File: src/rtl/pulse_gen.sv
// Retriggerable fixed-width pulse generator. Each pulse is followed by a minimum
// low gap, and at most one request is queued while a pulse or gap is in progress.
module pulse_gen #(
  parameter int HIGH_CYCLES = 4,
  parameter int GAP_CYCLES  = 2
) (
  input  logic       clk,
  input  logic       rst,
  input  logic       trig,
  output logic       out,
  output logic       busy,
  output logic       pending,
  output logic       dropped,
  output logic [1:0] dbg_state
);

  if (HIGH_CYCLES < 1 || HIGH_CYCLES > 255) begin : g_bad_high
    $error("pulse_gen: HIGH_CYCLES must be in 1..255");
  end
  if (GAP_CYCLES < 1 || GAP_CYCLES > 255) begin : g_bad_gap
    $error("pulse_gen: GAP_CYCLES must be in 1..255");
  end

  typedef enum logic [1:0] {
    ST_IDLE = 2'd0,
    ST_HIGH = 2'd1,
    ST_GAP  = 2'd2
  } state_t;

  // The counter holds the remaining cycles minus one, so zero marks the last cycle.
  localparam logic [7:0] HIGH_LOAD = 8'(HIGH_CYCLES - 1);
  localparam logic [7:0] GAP_LOAD  = 8'(GAP_CYCLES - 1);

  state_t     state_q, state_d;
  logic [7:0] cnt_q, cnt_d;
  logic       out_q, out_d;
  logic       pending_q, pending_d;
  logic       dropped_q, dropped_d;
  logic       gap_end;

  always_ff @(posedge clk or posedge rst) begin
    if (rst) begin
      state_q   <= ST_IDLE;
      cnt_q     <= 8'd0;
      out_q     <= 1'b0;
      pending_q <= 1'b0;
      dropped_q <= 1'b0;
    end else begin
      state_q   <= state_d;
      cnt_q     <= cnt_d;
      out_q     <= out_d;
      pending_q <= pending_d;
      dropped_q <= dropped_d;
    end
  end

  assign gap_end = (state_q == ST_GAP) && (cnt_q == 8'd0);

  always_comb begin
    state_d = state_q;
    cnt_d   = cnt_q;
    case (state_q)
      ST_IDLE: begin
        if (trig) begin
          state_d = ST_HIGH;
          cnt_d   = HIGH_LOAD;
        end
      end
      ST_HIGH: begin
        if (cnt_q == 8'd0) begin
          state_d = ST_GAP;
          cnt_d   = GAP_LOAD;
        end else begin
          cnt_d = cnt_q - 8'd1;
        end
      end
      ST_GAP: begin
        if (cnt_q == 8'd0) begin
          // A request arriving on the final gap edge is as good as a queued one.
          if (pending_q || trig) begin
            state_d = ST_HIGH;
            cnt_d   = HIGH_LOAD;
          end else begin
            state_d = ST_IDLE;
            cnt_d   = 8'd0;
          end
        end else begin
          cnt_d = cnt_q - 8'd1;
        end
      end
      default: begin
        state_d = ST_IDLE;
        cnt_d   = 8'd0;
      end
    endcase
  end

  always_comb begin
    pending_d = pending_q;
    dropped_d = 1'b0;
    out_d     = (state_d == ST_HIGH);
    if (state_q != ST_IDLE) begin
      if (gap_end) begin
        // The queued request launches now; a fresh trig alongside it is lost.
        pending_d = 1'b0;
        dropped_d = trig && pending_q;
      end else if (trig) begin
        if (pending_q) dropped_d = 1'b1;
        else           pending_d = 1'b1;
      end
    end
  end

  assign out       = out_q;
  assign pending   = pending_q;
  assign dropped   = dropped_q;
  assign busy      = (state_q != ST_IDLE);
  assign dbg_state = state_q;

endmodule

File: config.mk
export PLATFORM = sky130hd
export DESIGN_NAME = pulse_gen
export DESIGN_NICKNAME = d
export VERILOG_FILES = /design/src/rtl/pulse_gen.sv
export SDC_FILE = /design/constraint.sdc
export NUM_CORES = 1
export LEC_CHECK = 0
export BUFFER_PORTS_ARGS = -buffer_cell sky130_fd_sc_hd__buf_2
export CORE_UTILIZATION = 30
export DETAILED_ROUTE_END_ITERATION = 16
export PLACE_DENSITY = 0.52
export SYNTH_ARGS = -nofsm -noshare
export SYNTH_HDL_FRONTEND = slang
export SYNTH_SLANG_ARGS = --single-unit
File: constraint.sdc
create_clock -name clk -period 1.6 [get_ports clk]
set_input_delay 0.32 -clock clk [delete_from_list [all_inputs] [get_ports clk]]
set_output_delay 0.32 -clock clk [all_outputs]
set_load 0.005 [all_outputs]
==> run metrics <==
wl on met1 between 700 and 800 um; multiplexer area fraction after synthesis around 1.3%; RSZ-0062 raised after global routing no; worst hold path type in -> async; peak supply drop just under 0.8 mV; Tot GR Track Use between 10% and 20%; Yosys cell types 32; slew at the pin with the worst max-slew slack 0.527 ns; H-tree Lvls 1; Fin. Hold Viols 0; grt total ovfl 0; cell-by-cell listing of the critical path nor4_4 -> buf_4 -> and3_2 -> a31oi_1 -> o221a_1; die area approximately 0.0027 mm^2; height of the die 52.2 um; CP Launch Type register; share of the synthesized area in the top cell type 43.1%; Synth Area in XOR/XNOR 1.16%; Bufs and invs on worst path 1; share of cells above drive strength 1 approximately 29%; HPWL Detailed ~1200 um; met3 wire length 48 um; Syn Nets 88; crit-path max cell delay 0.41 ns; Top Metal Used met4; Max-Slew Margin vs Limit roughly 65%; worst-skew pair later-pin latency 0.27 ns; DP Area 853 um^2; filler instances about 240; status finished clean; Fmax between 0.6 and 0.7 GHz; Max Slew Vio Count 0; DR iter-0 viols 10; largest family of logic cells by synthesized area compound AO/OA/AOI/OAI gates; n_diodes 0; setup total negative slack 0 ns; # setup viols final 0; most frequent cells in the layout dfrtp_1 (11), a21oi_1 (9), nand2_1 (8), buf_2 (8), buf_4 (8); Setup WS pre-CTS 0.0380 ns; Mapped Cells 83; Post-Synth Simple-Gate Area 20.6%; vias per inst 5.19; crit-path max FO 6; most common cell after layout, fill and taps aside dfrtp_1; Detail Route met2 WL around 750 um; row count 17; Period minus WS final 1.54 ns; CTS Sinks 13; Initial Util 32.8%; Inserted Clock Buffers 3; Pleak 0.401 nW; Residual DRC 0; Yosys top cell by area dfrtp_1; DIE WIDTH 52.2 um; Synth Area in Compound Gates 24.2%; Finished Layout Cells 126; area share of fa/ha/maj cells after synthesis 3.32%; critical path's top delay family simple AND/OR/NAND/NOR gates; nets 104; CTS max path bufs 2; pin count of the biggest net entering global routing 14; PortBufs 8; clk slew on worst S/H paths ~0.08 ns; CTS root buf clkbuf_4; Critical Path AT 1.70 ns; setup ws final around 0.06 ns; Placer Congestion approximately 0.79; 1st-pass router iterations 4; Fin Clk Skew 0.000510 ns; Core Area 0.00230 mm^2; design area 906 um^2; CTS tree yes; Detailed Route WL approximately 1600 um; P per Cell Area 1980 mW/mm^2; Synth Register Bits 13; placed cell count 121; initial antenna violation count 0; Ys Warns 0; routed wire length per instance 12.8 um; Syn Std Cell Area 754 um^2; final worst path period share 96.2%; Setup crit end kind register; vias in the first global route 613; Post-Syn Area per Cell 9.09 um^2; Routed Antenna Nets 0; Seq/Total Area, Yosys 43.1%; synth-to-layout area growth 20.1%; DR vias between 600 and 700; Synth area leaders dfrtp_1 (43%), a21oi_1 (6.0%), a31oi_1 (5.0%), nand2_1 (4.0%), ha_1 (3.3%); CP max-delay cell dfrtp_1; worst path required time approximately 1.8 ns; Crit Path Class reg -> reg; Ports 9; max cap viols 0; first-pass GRT wire length 2680 um
==> what timing repair did <==
item | 4_1_cts | 5_1_grt
buffers inserted | 0 | 1
gates resized for setup | 0 | 5
hold buffers | 0 | 0
setup endpoints to repair | 0 | 9
==> worst paths after layout <==
| kind | from | endpoint | slack [ns] | cells past startpoint |
|---|---|---|---|---|
| worst max-delay path | cnt_q[3] | cnt_q[0] | 0.06 | 5 |
| min in group clk | trig | dropped | 0.39 | 2 |
| max in group asynchronous | rst | dbg_state[1] | 1.15 | 2 |
| worst min register to register | cnt_q[7] | cnt_q[7] | 0.54 | 1 |
| worst max register to register | cnt_q[3] | cnt_q[0] | 0.06 | 5 |
| worst min-delay path | rst | dropped | 0.07 | 2 |
==> Yosys cell counts, drive strengths merged <==
cell    instances
nor2            7
a21o            1
or2b            1
a21boi          1
nand3           3
o221a           1
o22ai           1
ha              2
nand2           8
o311ai          1
nor3            4
nor4            1
and3            2
or2             1
or3             1
nand2b          1
dfrtp          13
o21ai           2
a21oi           9
a22oi           1
a31oi           7
buf             3
xnor2           1
inv             5
a41o            1
mux2i           1
clkbuf          2
a22o            2
==> stage by stage <==
step	total power, mW	hold slack [ns]	util (%)
floorplan	1.26	0.197	-
global placement	1.50	0.378	37.1
global route	1.95	0.123	39.4
CTS	1.72	0.0886	38.3
finish	1.79	0.0702	39.4
detailed placement	1.51	0.389	37.1
==> cell families (layout without fill, tap and decap cells) <==
kind of cell | Yosys count | after routing
AND/OR/NAND/NOR | 29 | 29
AO/OA/AOI/OAI | 27 | 27
multiplexers | 1 | 1
flip-flops | 13 | 13
XOR/XNOR | 1 | 1
buffers and inverters | 10 | 25
adder cells (fa/ha/maj) | 2 | 2
==> cell type report <==
class                      instances  area (um^2)  share of cell area (%)
tap                               28         35.0                    3.87
sequential                        13          328                    36.2
clock buffer                       4         26.3                    2.90
timing repair buffer              16          100                    11.0
inverter                           5         18.8                    2.07
multi-input combinational         60          398                    43.9
==> power breakdown <==
part           internal (mW)  switching (mW)  total [mW]
sequential             0.455           0.123       0.578
combinational          0.478           0.529        1.01
clock                 0.0964           0.109       0.205
total                   1.03           0.761        1.79
==> per-layer routing <==
metal	GRT usage [%]	vias up
met5	0	-
met4	6.58	0
met3	1.75	2
met2	21.2	11
met1	18.2	311
li1	-	330
==> flip-flops by register name, indices dropped and copies added (netlist names) <==
signal / cells
cnt_q: 8
dbg_state: 2
dropped: 1
out: 1
pending: 1
==> worst register-to-register path, stage by stage, from the launching register on <==
cell	delay [ns]
dfrtp_1	0.41
nor4_4	0.26
buf_4	0.19
and3_2	0.24
a31oi_1	0.09
o221a_1	0.24
Note: power is estimated with default switching activity, not from simulation.
